## src/rtl/clock_pkg.sv

```systemverilog
// Shared definitions for the time-set sequencer: FSM states, field-select
// codes, BCD limits, field offsets inside the HHMMSS word and the per-field
// BCD increment used by the editor.
package clock_pkg;

  typedef enum logic [2:0] {
    RUN,
    SET_HR,
    SET_MIN,
    SET_SEC,
    COMMIT
  } setState_t;

  typedef enum logic [1:0] {
    FIELD_NONE = 2'd0,
    FIELD_HR   = 2'd1,
    FIELD_MIN  = 2'd2,
    FIELD_SEC  = 2'd3
  } fieldSel_t;

  localparam logic [7:0] HOUR_MAX    = 8'h23;
  localparam logic [7:0] MIN_SEC_MAX = 8'h59;

  localparam int HOUR_OFS = 16;
  localparam int MIN_OFS  = 8;
  localparam int SEC_OFS  = 0;

  // Two-digit BCD +1 that wraps at maxV. Anything that is not a valid,
  // in-range BCD value restarts the field at 00. The carry never leaves
  // the field.
  function automatic logic [7:0] bcdInc(input logic [7:0] v, input logic [7:0] maxV);
    logic [7:0] r;
    if (v[7:4] > 4'd9 || v[3:0] > 4'd9 || v >= maxV) r = 8'h00;
    else if (v[3:0] == 4'd9)                         r = {v[7:4] + 4'd1, 4'h0};
    else                                             r = {v[7:4], v[3:0] + 4'd1};
    return r;
  endfunction

endpackage

```

## src/rtl/button_debouncer.sv

```systemverilog
// Raw push-button to one-cycle press pulse: 2-flop synchronizer, optional
// stable-level filter, rising-edge detector.
// Build option: CLOCK_SET_DEBOUNCE_EN enables the stable-level filter;
// without it the synchronizer output feeds the edge detector directly.
module button_debouncer #(
  parameter int DEBOUNCE_CYCLES = 10000
) (
  input  logic clock_1MHz,
  input  logic reset,
  input  logic btn,
  output logic press
);

  logic syncA, syncB;
  logic stable, stablePrev;

  // Bring the asynchronous button into the clock domain.
  always_ff @(posedge clock_1MHz) begin
    if (reset) begin
      syncA <= 1'b0;
      syncB <= 1'b0;
    end else begin
      syncA <= btn;
      syncB <= syncA;
    end
  end

`ifdef CLOCK_SET_DEBOUNCE_EN
  localparam int CNT_W = $clog2(DEBOUNCE_CYCLES + 1);
  localparam logic [CNT_W-1:0] CNT_LAST = CNT_W'(DEBOUNCE_CYCLES - 1);

  logic [CNT_W-1:0] stableCnt;
  logic             level;

  // Accept a new level only after it has differed from the accepted one for
  // DEBOUNCE_CYCLES consecutive cycles; any bounce restarts the count.
  always_ff @(posedge clock_1MHz) begin
    if (reset) begin
      level     <= 1'b0;
      stableCnt <= '0;
    end else if (syncB == level) begin
      stableCnt <= '0;
    end else if (stableCnt == CNT_LAST) begin
      level     <= syncB;
      stableCnt <= '0;
    end else begin
      stableCnt <= stableCnt + 1'b1;
    end
  end

  assign stable = level;
`else
  assign stable = syncB;
`endif

  // Pulse for one cycle on an accepted press; releases make no pulse.
  always_ff @(posedge clock_1MHz) begin
    if (reset) begin
      stablePrev <= 1'b0;
      press      <= 1'b0;
    end else begin
      stablePrev <= stable;
      press      <= stable & ~stablePrev;
    end
  end

endmodule

```

## src/rtl/clock_set_controller.sv

```systemverilog
// Button-driven time-set sequencer: RUN -> SET_HR -> SET_MIN -> SET_SEC ->
// COMMIT. Edits a captured copy of cur_time field by field and strobes load
// for one cycle so the clock counter takes set_time.
// Build option: CLOCK_SET_DEBOUNCE_EN enables button debouncing.
module clock_set_controller
  import clock_pkg::*;
#(
  parameter int DEBOUNCE_CYCLES   = 10000,
  parameter int BLINK_HALF_CYCLES = 250000
) (
  input  logic        clock_1MHz,
  input  logic        reset,
  input  logic        btn_mode,
  input  logic        btn_inc,
  input  logic [23:0] cur_time,
  output logic [23:0] set_time,
  output logic        load,
  output logic        editing,
  output logic [1:0]  field_sel,
  output logic        blank
);

  localparam int BLINK_W = $clog2(BLINK_HALF_CYCLES + 1);
  localparam logic [BLINK_W-1:0] BLINK_LAST = BLINK_W'(BLINK_HALF_CYCLES - 1);

  setState_t          state;
  logic               modeP, incP;
  logic [BLINK_W-1:0] blinkCnt;
  logic [7:0]         curField, fieldMax, incField;

  button_debouncer #(.DEBOUNCE_CYCLES(DEBOUNCE_CYCLES)) uModeBtn (
    .clock_1MHz (clock_1MHz),
    .reset      (reset),
    .btn        (btn_mode),
    .press      (modeP)
  );

  button_debouncer #(.DEBOUNCE_CYCLES(DEBOUNCE_CYCLES)) uIncBtn (
    .clock_1MHz (clock_1MHz),
    .reset      (reset),
    .btn        (btn_inc),
    .press      (incP)
  );

  // Incremented value of whichever field the current state is editing.
  always_comb begin
    curField = set_time[SEC_OFS +: 8];
    fieldMax = MIN_SEC_MAX;
    case (state)
      SET_HR: begin
        curField = set_time[HOUR_OFS +: 8];
        fieldMax = HOUR_MAX;
      end
      SET_MIN: curField = set_time[MIN_OFS +: 8];
      default: ;
    endcase
    incField = bcdInc(curField, fieldMax);
  end

  // Edit sequencer with registered outputs; mode beats a same-cycle inc,
  // and every state entry or accepted inc restarts the blink visible.
  always_ff @(posedge clock_1MHz) begin
    if (reset) begin
      state     <= RUN;
      set_time  <= '0;
      load      <= 1'b0;
      editing   <= 1'b0;
      field_sel <= FIELD_NONE;
      blank     <= 1'b0;
      blinkCnt  <= '0;
    end else begin
      load <= 1'b0;
      unique case (state)
        RUN: begin
          if (modeP) begin
            set_time  <= cur_time;
            state     <= SET_HR;
            editing   <= 1'b1;
            field_sel <= FIELD_HR;
            blank     <= 1'b0;
            blinkCnt  <= '0;
          end
        end
        SET_HR, SET_MIN, SET_SEC: begin
          if (modeP) begin
            blank    <= 1'b0;
            blinkCnt <= '0;
            case (state)
              SET_HR: begin
                state     <= SET_MIN;
                field_sel <= FIELD_MIN;
              end
              SET_MIN: begin
                state     <= SET_SEC;
                field_sel <= FIELD_SEC;
              end
              default: begin
                state     <= COMMIT;
                editing   <= 1'b0;
                field_sel <= FIELD_NONE;
                load      <= 1'b1;
              end
            endcase
          end else if (incP) begin
            blank    <= 1'b0;
            blinkCnt <= '0;
            case (state)
              SET_HR:  set_time[HOUR_OFS +: 8] <= incField;
              SET_MIN: set_time[MIN_OFS +: 8]  <= incField;
              default: set_time[SEC_OFS +: 8]  <= incField;
            endcase
          end else if (blinkCnt == BLINK_LAST) begin
            blinkCnt <= '0;
            blank    <= ~blank;
          end else begin
            blinkCnt <= blinkCnt + 1'b1;
          end
        end
        COMMIT: state <= RUN;
        default: begin
          state     <= RUN;
          editing   <= 1'b0;
          field_sel <= FIELD_NONE;
          blank     <= 1'b0;
        end
      endcase
    end
  end

endmodule

```

## config.mk

```make
export PLATFORM = sky130hd
export DESIGN_NAME = clock_set_controller
export DESIGN_NICKNAME = d
export VERILOG_FILES = /design/src/rtl/clock_pkg.sv /design/src/rtl/button_debouncer.sv /design/src/rtl/clock_set_controller.sv
export SDC_FILE = /design/constraint.sdc
export NUM_CORES = 1
export LEC_CHECK = 0
export ABC_AREA = 1
export BUFFER_PORTS_ARGS = -buffer_cell sky130_fd_sc_hd__buf_2
export CAP_MARGIN = 20
export CELL_PAD_IN_SITES_DETAIL_PLACEMENT = 0
export CELL_PAD_IN_SITES_GLOBAL_PLACEMENT = 1
export CORE_UTILIZATION = 42
export CTS_CLUSTER_SIZE = 25
export DETAILED_ROUTE_END_ITERATION = 10
export PLACE_DENSITY = 0.94
export REMOVE_ABC_BUFFERS = 1
export SLEW_MARGIN = 20
export SYNTH_ARGS = -nofsm -noshare
export SYNTH_HDL_FRONTEND = slang
export SYNTH_SLANG_ARGS = --single-unit
```

## constraint.sdc

```tcl
create_clock -name clock_1MHz -period 3.29 [get_ports clock_1MHz]
set_input_delay 0.4935 -clock clock_1MHz [delete_from_list [all_inputs] [get_ports clock_1MHz]]
set_output_delay 0.4935 -clock clock_1MHz [all_outputs]
set_load 0.02 [all_outputs]
```

# Word level (Yosys, flattened, before mapping)
# Cells that the tools add are included.
[word_totals]
wordCells = 94
ff_bits = 58
[op_classes]
order_cmp = 3
muxes = 34
reduce_logical = 15
bitwise_logic = 8
eq_ne = 14
addsub = 3
[ops]
columns = ["cell", "count"]
rows = [
  ["18-bit 2-to-1 mux", 4],
  ["24-bit 2-to-1 mux", 3],
  ["24-bit case mux with 2 select lines", 1],
  ["8-bit 2-to-1 mux", 5],
  ["18-bit case mux with 2 select lines", 1],
  ["18-bit by 1-bit adder with 18-bit output (second input constant)", 1],
  ["18-bit == test (second input constant)", 1],
  ["8-bit case mux with 2 select lines", 1],
  ["5-bit AND reduction", 3],
  ["3-bit case mux with 2 select lines", 2],
  ["4-bit by 1-bit adder with 4-bit output (second input constant)", 2],
  ["8-bit greater-or-equal comparator", 1],
  ["4-bit > comparator (second input constant)", 2],
  ["1-bit 2-to-1 mux", 8],
  ["2-bit != test (second input constant)", 4],
  ["7-bit 2-to-1 mux", 1],
  ["3-bit by 2-bit == test with 1-bit output (second input constant)", 2],
  ["3-bit 2-to-1 mux", 2],
  ["2-bit by 1-bit != test with 1-bit output (second input constant)", 3],
  ["1-bit NOT", 6],
  ["1-bit case mux with 3 select lines", 2],
  ["2-bit case mux with 3 select lines", 1],
  ["3-bit AND reduction", 2],
  ["3-bit OR reduction", 2],
  ["other kinds (13)", 17],
]

# Logic depth before layout (Yosys ltp)
[logic_depth]
word_depth = 10
mapped_depth = 16
ltp_nobuf = 16

# Modules after synthesis
# A second synthesis with hierarchy kept.
[hier_totals]
cells_unflattened = 422
area_unflattened_um2 = 3089.2
[modules_own_cells]
columns = ["mod", "area_per_inst_um2", "cells_per_inst", "seq_area_each_um2", "n_inst"]
rows = [
  ["clock_set_controller", 2859.0, 398, 1001.0, 1],
  ["button_debouncer", 115.1, 12, 80.1, 2],
]

# Worst setup path after synthesis
# No wires, ideal clock.
[synth_timing]
path_kind = "register to register"
startpoint = "register state[2]"
endpoint = "register set_time[15]"
path_stages_with_launch = 14
period_less_slack_ns = 2.188
setup_slack_ns = 1.102
arrival_ns = 2.124
path_cell_list = "dfxtp_1 -> inv_2 -> nand3_4 -> inv_4 -> nand2_1 -> nand3_1 -> ha_1 -> a21oi_1 -> nand3_1 -> a21oi_4 -> nand3_1 -> nor2_2 -> nor2_1 -> nor2_1"
[synth_via]
elab_chain_len = 10
elab_cells_between_ends = 26
classes_between = "1 x add/sub; 3 x order compare; 8 x eq/ne; 8 x mux; 6 x reduce/logical"
[synth_lines]
columns = ["item", "line_no", "text"]
rows = [
  ["start: declaration", "clock_set_controller.sv:26", "setState_t state;"],
  ["start signal: assignment", "clock_set_controller.sv:64", "state <= RUN;"],
  ["start signal: assignment", "clock_set_controller.sv:77", "state <= SET_HR;"],
  ["start signal: assignment", "clock_set_controller.sv:90", "state <= SET_MIN;"],
  ["parallel branches: the longest is 10 deep, another holds 8-bit greater-or-equal comparator", "--", ""],
  ["end signal: assignment", "clock_set_controller.sv:76", "set_time <= cur_time;"],
  ["end signal: indexed assignment", "clock_set_controller.sv:108", "SET_HR: set_time[HOUR_OFS +: 8] <= incField;"],
  ["end signal: indexed assignment", "clock_set_controller.sv:109", "SET_MIN: set_time[MIN_OFS +: 8] <= incField;"],
  ["end: declaration", "clock_set_controller.sv:16", "output logic [23:0] set_time,"],
]
# Parallel ways; which one is timed is not known. The select of a mux whose other input is x is not followed.
# A chain may end at the register's enable or synchronous reset.

# Final worst setup path
[layout_timing]
startpoint = "register state[2]"
endpoint = "register set_time[7]"
[layout_via]
elab_chain_len = 10
elab_cells_between_ends = 27
classes_between = "1 x add/sub; 3 x order compare; 8 x eq/ne; 8 x mux; 7 x reduce/logical"
[layout_lines]
columns = ["item"]
rows = [
  ["parallel branches: the longest is 10 deep, another holds 8-bit greater-or-equal comparator"],
]
# Parallel ways; which one is timed is not known. The select of a mux whose other input is x is not followed.

==> impl_metrics.csv <==
group,metric,value,unit
synth,mappedNetlistArea,2980,um2
synth,ys.flop_type,"dfxtp_1",
clock_network,htree_levels,3,
worst_setup_path,timing.critical_path.buf_inv,2,
timing,finalMaxSlewViolations,0,
worst_setup_path,cp.arrival,2970,ps
timing,tns,0,ps
worst_setup_path,endpoint_kind,"register",
synth,synthTopCellsByCount,"nand2_1, dfxtp_1, a21oi_1, nor2_1, inv_1",
floorplan,rows,30,
floorplan,core_area,6830,um2
placed_design,gp_congestion,0.891,
clock_network,clock_path_buffers,2,
clock_network,cts_made_buffers,9,
synth,synth.area.top_cells,"dfxtp_1, nand2_1, a21oi_1",
synth,syn_area_per_cell,7.20,um2
grt,grt_pass1_wl,13200,um
floorplan,ios,57,
floorplan,initial_core_util,43.6,%
routing,post_drt_wl_per_cell,14.1,um
grt,overflow,0,
timing,fmax,373,MHz
grt,grt_usage,23.4,%
synth,synthMostInstantiatedCell,"nand2_1",
synth,ys_ff_latch,58,
worst_setup_path,critPathMostFrequentCell,"nand3_1",
grt,grt_max_degree,30,
routing,drt-total-wl,8090,um
clock_network,post_cts_buffers,0,
clock_network,hold_buffers,0,
timing,finalCriticalPeriod,2680,ps
synth,synth-adder-area-share,4.21,%
synth,synth_top_family_by_area,"simple AND/OR/NAND/NOR gates",
pwr,seqPwrFrac,42.4,%
run_status,outcome,"finished clean",
worst_setup_path,r2r_setup_slack,610,ps
clock_network,clk-insertion-delay-late,350,ps
pwr,power.share.switching,28.5,%
pwr,p_leak,0.00157,uW
placed_design,numPortBuffers,56,
synth,yosys.area_share.simple,30.5,%
synth,synth.area.mux_share,0,%
worst_setup_path,critPathTopFamily,"simple AND/OR/NAND/NOR gates",
clock_network,cts_root_buffer,"clkbuf_8",
clock_network,cts_sinks,58,
synth,async_flop_share,0,%
synth,synth-edff-count,0,
worst_setup_path,path_max_fanout,11,
floorplan,die_w,86.2,um
synth,synth_top_area_share,39.0,%
floorplan,die_y,86.2,um
flow_run,max-cap-violations,0,
clock_network,cts_tree,"done",
worst_setup_path,critPathRequiredTime,3570,ps
worst_setup_path,path_cells,"inv_2, nand3_4, inv_4, nand2_1, nand3_1, ha_1, a21oi_1, nand3_1, a21oi_4, nand3_1, nor2_2, nor2_1, nor2_1",
worst_hold_path,holdCritPathClass,"in -> reg",
synth,yosysTopAreaCell,"dfxtp_1",
final_layout,fill_cells,680,
synth,syn_inst,413,
pwr,power_density,504,nW/um2
final_layout,syn2layout_area_growth,20.8,%
routing,routed_via_density,5.18,
grt,grt_pass1_vias,2812,
pwr,pwr-share-comb,16.0,%
pwr,vdd_drop_max,0.399,mV
pwr,pwr-share-clk,41.6,%
clock_network,path_clk_slew,60,ps
routing,drt_iter0_markers,230,
routing,routed-via-count,2981,
final_layout,drive_above_1_share,20.7,%
synth,ys_types,36,
final_layout,n_antenna_cell,0,
synth,seq_area_frac_synth,39.0,%
worst_setup_path,slowest_delay,510,ps
pwr,finalPower,1810,uW
routing,antenna_left,0,
clock_network,ctsResizeCount,0,
timing,min_period_over_period,81.5,%
timing,hold_viol_final,0,
timing,maxSlewHeadroom,65.2,%
worst_setup_path,crit_slowest_cell,"dfxtp_1",
worst_setup_path,worst_setup_path_start_kind,"register",
timing,worstMarginPinSlew,521,ps
timing,finClkSkew,12.9,ps
synth,synthXorXnorAreaFrac,2.94,%
synth,synth_compound_area_share,16.3,%
timing,rsz0062_at_grt,"false",
worst_setup_path,worstSetupPathType,"reg -> reg",
placed_design,hpwlAfterDp,5820,um
grt,antenna_found_initial,0,
routing,drt-pass1-iter-count,4,
routing,drc,0,
pwr,p_switching,515,uW
final_layout,fin_nets,513,
floorplan,dieArea,7420,um2
pwr,p_int,1290,uW
timing,setup_viol,0,
synth,yosysWarnings,0,
[final cells by class]
class                           count  area [um2]  share of cell area, %
Sequential cell                    58        1160                   32.3
Clock inverter                      4        75.1                   2.09
Timing Repair Buffer               59         303                   8.43
Inverter                           46         176                   4.91
Multi-Input combinational cell    301        1610                   44.7
Clock buffer                       11         151                   4.21
Tap cell                           96         120                   3.34
[final timing paths]
check,from,to,cells after the start
setup / recovery,state[2],set_time[7],13
hold / removal,btn_mode,uModeBtn.syncA,3
setup reg to reg,state[2],set_time[7],13
hold reg to reg,uIncBtn.stablePrev,uIncBtn.press,1
[per-stage QoR]
step	hold slack (ps)	worst slack (ps)	utilization, %	cell area, um2	cells
finish	347	607	52.6	3590	575
global route	349	459	52.6	3590	575
CTS	340	689	52.6	3590	575
detailed placement	388	741	49.3	3370	560
global placement	377	823	49.3	3370	560
floorplan	373	1100	-	2940	405
[worst reg2reg max path: cells and delay by family (launching register included)]
kind | cells | cell delay, ps
flip-flops | 1 | 510
buffers and inverters | 2 | 240
adder cells (fa/ha/maj) | 1 | 360
AO/OA/AOI/OAI | 2 | 460
AND/OR/NAND/NOR | 8 | 1040
[kinds of logic after synthesis]
kind of cell / count (synthesis)
buffers and inverters: 54
AND/OR/NAND/NOR: 188
adder cells (fa/ha/maj): 10
flip-flops: 58
AO/OA/AOI/OAI: 93
XOR/XNOR: 10
[metal layers]
| metal | vias up | share of wire (%) | wire length (um) | track usage [%] |
|---|---|---|---|---|
| met1 | 1365 | 45 | 3640 | 31.4 |
| met4 | 0 | 3.0 | 241 | 11.4 |
| met2 | 97 | 45 | 3660 | 35.4 |
| met3 | 18 | 6.7 | 545 | 5.58 |
| met5 | - | 0 | 0 | 0 |
| li1 | 1501 | - | - | - |
[flip-flops by register name, indices dropped and copies added, names as in the netlist]
signal / count
uModeBtn.stablePrev: 1
load: 1
blank: 1
uIncBtn.stable: 1
uModeBtn.syncA: 1
set_time: 24
uIncBtn.syncA: 1
state: 3
uModeBtn.stable: 1
editing: 1
blinkCnt: 18
uIncBtn.stablePrev: 1
uIncBtn.press: 1
uModeBtn.press: 1
field_sel: 2
[power groups by stage]
stage               Clock [uW]  Sequential, uW  Combinational (uW)
finish                     753             768                 289
global route               796             771                 320
CTS                        767             767                 287
floorplan                    0             811                 151
detailed placement           0             783                 285
global placement             0             782                 281
[cells in the final DEF (no fill, tap or decap), types with 7 or more instances in the layout]
master | synthesis | routed
nand4_1 | 12 | 12
o21ai_0 | 33 | 33
dfxtp_1 | 58 | 58
nand3_1 | 23 | 23
ha_1 | 10 | 10
nand2_1 | 74 | 74
nor2_1 | 47 | 47
inv_1 | 40 | 40
clkbuf_8 | 0 | 11
buf_2 | 1 | 56
a21oi_1 | 53 | 53
xor2_1 | 8 | 8
nor3_1 | 7 | 7
Note: power is estimated with default switching activity, not from simulation.
